$ cat src/rtl/ym2149_vgm_seq.sv
// VGM command sequencer feeding the ym2149 PSG register bus.
// Decodes AY-3-8910 write (0xA0) and wait (0x61/0x62/0x63/0x7n) commands, stops on 0x66 or an unknown opcode.
module ym2149_vgm_seq #(
  parameter int unsigned SAMPLE_DIV = 567,
  parameter int unsigned DIV_W      = 10
) (
  input  logic       in_clk,
  input  logic       in_rst_n,
  input  logic       in_start,
  input  logic [7:0] in_data,
  input  logic       in_valid,
  output logic       out_ready,
  output logic [3:0] out_reg,
  output logic [7:0] out_val,
  output logic       out_wr,
  output logic       out_busy,
  output logic       out_done,
  output logic       out_error
);

  typedef enum logic [3:0] {
    S_IDLE   = 4'd0,
    S_OPCODE = 4'd1,
    S_ARG1   = 4'd2,
    S_ARG2   = 4'd3,
    S_WRITE  = 4'd4,
    S_WR_GAP = 4'd5,
    S_WAIT   = 4'd6,
    S_DONE   = 4'd7,
    S_ERROR  = 4'd8
  } state_t;

  localparam logic [DIV_W-1:0] DIV_LAST = DIV_W'(SAMPLE_DIV - 1);
  localparam logic [DIV_W-1:0] DIV_ONE  = DIV_W'(1);

  state_t           state_q, state_d;
  logic             kind_wait_q, kind_wait_d;
  logic [7:0]       arg1_q, arg1_d;
  logic [15:0]      count_q, count_d;
  logic [DIV_W-1:0] div_q, div_d;
  logic [3:0]       reg_q, reg_d;
  logic [7:0]       val_q, val_d;
  logic             wr_q, wr_d;
  logic             ready_q, ready_d;
  logic             busy_q, busy_d;
  logic             done_q, done_d;
  logic             error_q, error_d;
  logic             take;

  // Handshake: a byte moves on a rising edge where in_valid && out_ready; out_ready
  // is a registered decode of OPCODE/ARG1/ARG2, and nothing is buffered.
  assign take = in_valid & ready_q;

  always_comb begin
    state_d     = state_q;
    kind_wait_d = kind_wait_q;
    arg1_d      = arg1_q;
    count_d     = count_q;
    div_d       = div_q;
    reg_d       = reg_q;
    val_d       = val_q;

    case (state_q)
      S_IDLE: begin
        if (in_start) state_d = S_OPCODE;
      end
      S_OPCODE: begin
        if (take) begin
          div_d = '0;
          casez (in_data)
            8'hA0: begin kind_wait_d = 1'b0; state_d = S_ARG1; end
            8'h61: begin kind_wait_d = 1'b1; state_d = S_ARG1; end
            8'h62: begin count_d = 16'd735; state_d = S_WAIT; end
            8'h63: begin count_d = 16'd882; state_d = S_WAIT; end
            8'b0111_????: begin
              count_d = {12'd0, in_data[3:0]} + 16'd1;
              state_d = S_WAIT;
            end
            8'h66:   state_d = S_DONE;
            default: state_d = S_ERROR;
          endcase
        end
      end
      S_ARG1: begin
        if (take) begin
          arg1_d  = in_data;
          state_d = S_ARG2;
        end
      end
      S_ARG2: begin
        if (take) begin
          if (kind_wait_q) begin
            count_d = {in_data, arg1_q};
            div_d   = '0;
            state_d = S_WAIT;
          end else if (arg1_q[7:4] == 4'd0) begin
            reg_d   = arg1_q[3:0];
            val_d   = in_data;
            state_d = S_WRITE;
          end else begin
            // Second-chip or out-of-range register: swallow the command silently.
            state_d = S_OPCODE;
          end
        end
      end
      S_WRITE:  state_d = S_WR_GAP;
      S_WR_GAP: state_d = S_OPCODE;
      S_WAIT: begin
        if (count_q == 16'd0) begin
          div_d   = '0;
          state_d = S_OPCODE;
        end else if (div_q == DIV_LAST) begin
          div_d   = '0;
          count_d = count_q - 16'd1;
        end else begin
          div_d = div_q + DIV_ONE;
        end
      end
      S_DONE, S_ERROR: begin
        if (in_start) state_d = S_OPCODE;
      end
      default: state_d = S_IDLE;
    endcase

    wr_d    = (state_d == S_WRITE);
    ready_d = (state_d == S_OPCODE) || (state_d == S_ARG1) || (state_d == S_ARG2);
    busy_d  = (state_d != S_IDLE) && (state_d != S_DONE) && (state_d != S_ERROR);
    done_d  = (state_d == S_DONE);
    error_d = (state_d == S_ERROR);
  end

  always_ff @(posedge in_clk or negedge in_rst_n) begin
    if (!in_rst_n) begin
      state_q     <= S_IDLE;
      kind_wait_q <= 1'b0;
      arg1_q      <= '0;
      count_q     <= '0;
      div_q       <= '0;
      reg_q       <= '0;
      val_q       <= '0;
      wr_q        <= 1'b0;
      ready_q     <= 1'b0;
      busy_q      <= 1'b0;
      done_q      <= 1'b0;
      error_q     <= 1'b0;
    end else begin
      state_q     <= state_d;
      kind_wait_q <= kind_wait_d;
      arg1_q      <= arg1_d;
      count_q     <= count_d;
      div_q       <= div_d;
      reg_q       <= reg_d;
      val_q       <= val_d;
      wr_q        <= wr_d;
      ready_q     <= ready_d;
      busy_q      <= busy_d;
      done_q      <= done_d;
      error_q     <= error_d;
    end
  end

  assign out_ready = ready_q;
  assign out_reg   = reg_q;
  assign out_val   = val_q;
  assign out_wr    = wr_q;
  assign out_busy  = busy_q;
  assign out_done  = done_q;
  assign out_error = error_q;

endmodule

$ cat config.mk
export PLATFORM = sky130hd
export DESIGN_NAME = ym2149_vgm_seq
export DESIGN_NICKNAME = d
export VERILOG_FILES = /design/src/rtl/ym2149_vgm_seq.sv
export SDC_FILE = /design/constraint.sdc
export NUM_CORES = 1
export LEC_CHECK = 0
export CAP_MARGIN = 5
export CORE_MARGIN = 1.5
export CORE_UTILIZATION = 30
export CTS_BUF_LIST = sky130_fd_sc_hd__clkbuf_8
export CTS_CLUSTER_DIAMETER = 30
export DETAILED_ROUTE_END_ITERATION = 8
export PLACE_DENSITY = 0.58
export SETUP_SLACK_MARGIN = 0.15
export SLEW_MARGIN = 20
export SYNTH_ARGS = -nofsm -noshare
export SYNTH_HDL_FRONTEND = slang
export SYNTH_SLANG_ARGS = --single-unit
$ cat constraint.sdc
create_clock -name in_clk -period 1.85 [get_ports in_clk]
set_clock_uncertainty 0.15 [all_clocks]
set_input_delay 0.2775 -clock in_clk [delete_from_list [all_inputs] [get_ports in_clk]]
set_output_delay 0.2775 -clock in_clk [all_outputs]
set_load 0.03 [all_outputs]
==> PnR_summary.wiki <==
{| class="wikitable"
! Metric !! Value
|-
| Result of the run || finished with violations
|-
| Violations in the final reports || negative setup slack
|-
| Maximum resistive drop on vdd || roughly 0.75 mV
|-
| RSZ-0062 raised after global routing || yes
|-
| Capture point of the critical path || out_busy
|-
| Effective utilization at floorplan || between 30 and 40%
|-
| Number of max-cap violations || 0
|-
| Nets || 501
|-
| Net count after synthesis || between 300 and 400
|-
| Number of nets with antenna violations after detailed routing || 0
|-
| Final worst-path setup slack || -0.214 ns
|-
| HPWL after DPL || between 6000 and 7000 µm
|-
| Top Registers || count_q: 16 flops, div_q: 10 flops
|-
| Clock-pin slew on the worst setup and hold paths || about 0.11 ns
|-
| Count of cell types in the netlist || between 50 and 60
|-
| Io pins || 29
|-
| Count of flip-flops with a built-in enable after synthesis || 0
|-
| Placed insts || 581
|-
| Least-Margin Pin Slew || 0.443 ns
|-
| Setup slack, reg-to-reg || -0.21 ns
|-
| Pre-CTS WS || -0.633 ns
|-
| Startpoint of the most critical setup path || count_q[7]
|-
| Sw Share || around two fifths
|-
| Proportion of register bits with asynchronous set or reset after synthesis || 100%
|-
| Global-route wire length before repair || 15800 µm
|-
| Placed cell areas || ~4400 µm²
|-
| Final-report max-slew violation count || 0
|-
| Number of port buffers || 28
|-
| Clk buf depth || 2
|-
| Number of buffers created by CTS || 5
|-
| Avg Inst Size Synth || about 9.4 µm²
|-
| Share of total power in combinational logic || roughly 53%
|-
| Flip-flop count of the largest register, all copies and words added || 16
|-
| Remaining Overflow, GRT || 0
|-
| Final GP Congestion || approximately 0.88
|-
| Global routing usage summed across all routing layers || between 10% and 20%
|-
| Fraction of the yosys area taken by sequential cells || between 40 and 50%
|-
| Fmax achieved || 485 MHz
|-
| Largest Register || count_q
|-
| Primary flip-flop cell chosen by synthesis mapping || dfrtp_1
|-
| Std cell rows || 37
|-
| Number of global-route vias before repair || ~3200
|-
| Total wire length after detailed routing || 9920 µm
|-
| Post-detailed-route DRC marker count || 0
|-
| Die extent in x || 106 µm
|-
| Die Ht || around 110 µm
|-
| Number of standard cells in the layout, taps in and fillers out || ~620
|-
| Final critical delay including setup and external delays || around 2.1 ns
|-
| Antenna diode count || 0
|-
| Required time of the critical path || ~1.9 ns
|-
| Reg2reg end || out_busy
|-
| Largest net degree at the start of global routing || 57
|-
| Number of cells on the worst reg-to-reg path || 6
|-
| Leakage Power || 2.40 nW
|-
| Total clock sinks || 56
|-
| Startpoint class of the critical path || register
|-
| Clock network power share || between 10% and 20%
|-
| Worst slew margin relative to its limit || between 70% and 80%
|-
| Initial antenna violation count || 0
|-
| Gate Count Post-Synth || between 300 and 400
|-
| Setup violators final || 50
|-
| Initial DRT Pass Iterations || 4
|-
| Fraction of final layout cells with drive strength greater than 1 || about half
|-
| Number of violations reported at the end of detailed-routing iteration 0 || 135
|-
| Crit path kind || register to register
|-
| Final Hold Fails || 0
|-
| Internal Pwr Total || 3.55 mW
|-
| Net load switching power || approximately 2.2 mW
|-
| Area of the core region || around 10000 µm²
|-
| Final worst-path cycle share || 112%
|-
| Startpoint of the worst-slack reg-to-reg timing path || count_q[7]
|-
| TritonCTS clock tree || yes
|-
| P per Cell Area || between 1000 and 1500 nW/µm²
|-
| Share of total power in sequential cells || about a third
|-
| Critical Path Sink Type || register
|-
| Via/cell ratio || 5.14
|-
| Number of warnings issued by yosys || 0
|-
| Number of H-tree levels || 2
|-
| Crit path DAT || between 2 and 2.5 ns
|-
| Layout Area Growth over Synthesis || 63.1%
|-
| Avg WL per Cell || approximately 16 µm
|-
| Die Footprint || between 10000 and 15000 µm²
|-
| Biggest fanout along the worst timing path || 4
|-
| Mapped cell area || between 3000 and 4000 µm²
|-
| Total vias in the final route || 3175
|-
| Later-pin clock latency in the skew report || between 0.3 and 0.4 ns
|-
| Clk Tree Root Cell || clkbuf_8
|-
| FF+latch count, synth || 56
|-
| Finished Cell Area || roughly 5200 µm²
|-
| Hold WC Path Type || primary input to async pin
|}
-- metal layers --
layer | vias to the layer above | wire, µm | global-route usage (%)
li1 | 1534 | - | -
met1 | 1574 | 4410 | 22.9
met2 | 58 | 5040 | 30.1
met3 | 9 | 339 | 2.58
met4 | 0 | 129 | 3.38
met5 | - | 0 | 0
-- what timing repair did --
action                     4_1_cts  5_1_grt
gates cloned                     1        3
setup endpoints to repair       70       56
hold buffers                     1        0
resized for setup               79       62
buffers inserted                12       12
pin swaps                       18       18
hold endpoints to repair        56        0
-- cell type report --
type	count	area, µm²
multi-input combinational	253	2080
sequential	56	1410
fill	934	5130
inverter	12	47.5
clock inverter	3	46.3
tap	136	170
timing repair buffer	153	1370
clock buffer	5	68.8
-- cells in the final DEF, fill, tap and decap left out, types with 6 or more instances in the layout --
master           netlist  routed
ha_1                   8       7
dlygate4sd2_1          0      21
buf_4                  1      97
inv_1                 11       8
mux2_2                14      12
nor4_4                 2       6
xnor2_1                6       6
nand3_1               13      10
o21ai_1                1      22
nor2_1                30      22
nor2_2                 0       6
o21ai_2                0      17
dfrtp_1               56      52
a21oi_1               19      13
nand2_2                0       7
buf_6                  1      19
nand2_1               24      15
clkdlybuf4s50_1        0       6
-- how the worst min path moves through the flow --
stage / cells after the start / startpoint / end
after floorplan: 0 / in_rst_n / arg1_q[0]
after global placement: 2 / in_rst_n / div_q[5]
after detailed placement: 2 / in_rst_n / div_q[5]
after CTS: 3 / in_rst_n / out_val[2]
after global routing: 3 / in_rst_n / out_val[2]
final: 3 / in_rst_n / out_val[2]
-- cells in the mapped netlist, drive strengths merged (4+ instances only) --
| master | n | share of area [%] |
|---|---|---|
| dfrtp | 56 | 44 |
| o21ai | 44 | 6.9 |
| nor2 | 30 | 3.5 |
| nand2 | 24 | 2.8 |
| a21oi | 19 | 3.0 |
| mux2 | 14 | 5.0 |
| nand3 | 13 | 2.0 |
| inv | 12 | 1.4 |
| buf | 11 | 2.0 |
| nor4 | 10 | 3.1 |
| nor3 | 9 | 1.4 |
| ha | 8 | 3.1 |
| clkbuf | 6 | 0.75 |
| xnor2 | 6 | 1.7 |
| a22oi | 5 | 1.2 |
| nor3b | 5 | 1.3 |
| and3 | 4 | 0.79 |
-- power groups by stage --
stage	clock network (mW)	logic (mW)	registers, mW
after floorplan	0	1.12	2.08
after global placement	0	2.47	1.86
after global routing	0.909	3.32	1.92
after detailed placement	0	2.51	1.87
final	0.840	3.08	1.87
after CTS	0.860	2.64	1.85
-- metrics by stage --
step / hold WS [ns] / power [mW] / utilization [%] / setup TNS, ns
2_1_floorplan: -0.168 / 3.20 / - / 0
3_3_place_gp: 0.156 / 4.33 / 42.5 / -17.36
3_5_place_dp: 0.159 / 4.38 / 42.5 / -18.61
4_1_cts: 0.353 / 5.34 / 46.5 / -2.02
5_1_grt: 0.370 / 6.15 / 50.3 / -7.32
6_report: 0.346 / 5.79 / 50.3 / -4.11
-- logic make-up (layout without fill, tap and decap cells) --
kind of cell,after synthesis,in the layout,share of synthesized area (%)
multiplexers,16,16,5.58
AO/OA/AOI/OAI,100,100,19.3
XOR/XNOR,7,7,1.93
adder cells (fa/ha/maj),8,8,3.14
flip-flops,56,56,44.0
buffers and inverters,29,173,4.16
AND/OR/NAND/NOR,122,122,21.8
-- critical path, stage by stage (launching register included) --
cell,delay (ns)
dfrtp_1,0.41
nor4_2,0.27
buf_4,0.17
nand4_1,0.26
o2111ai_2,0.35
nor3b_2,0.26
a21oi_1,0.07
Power figures use the tool's default switching activity.
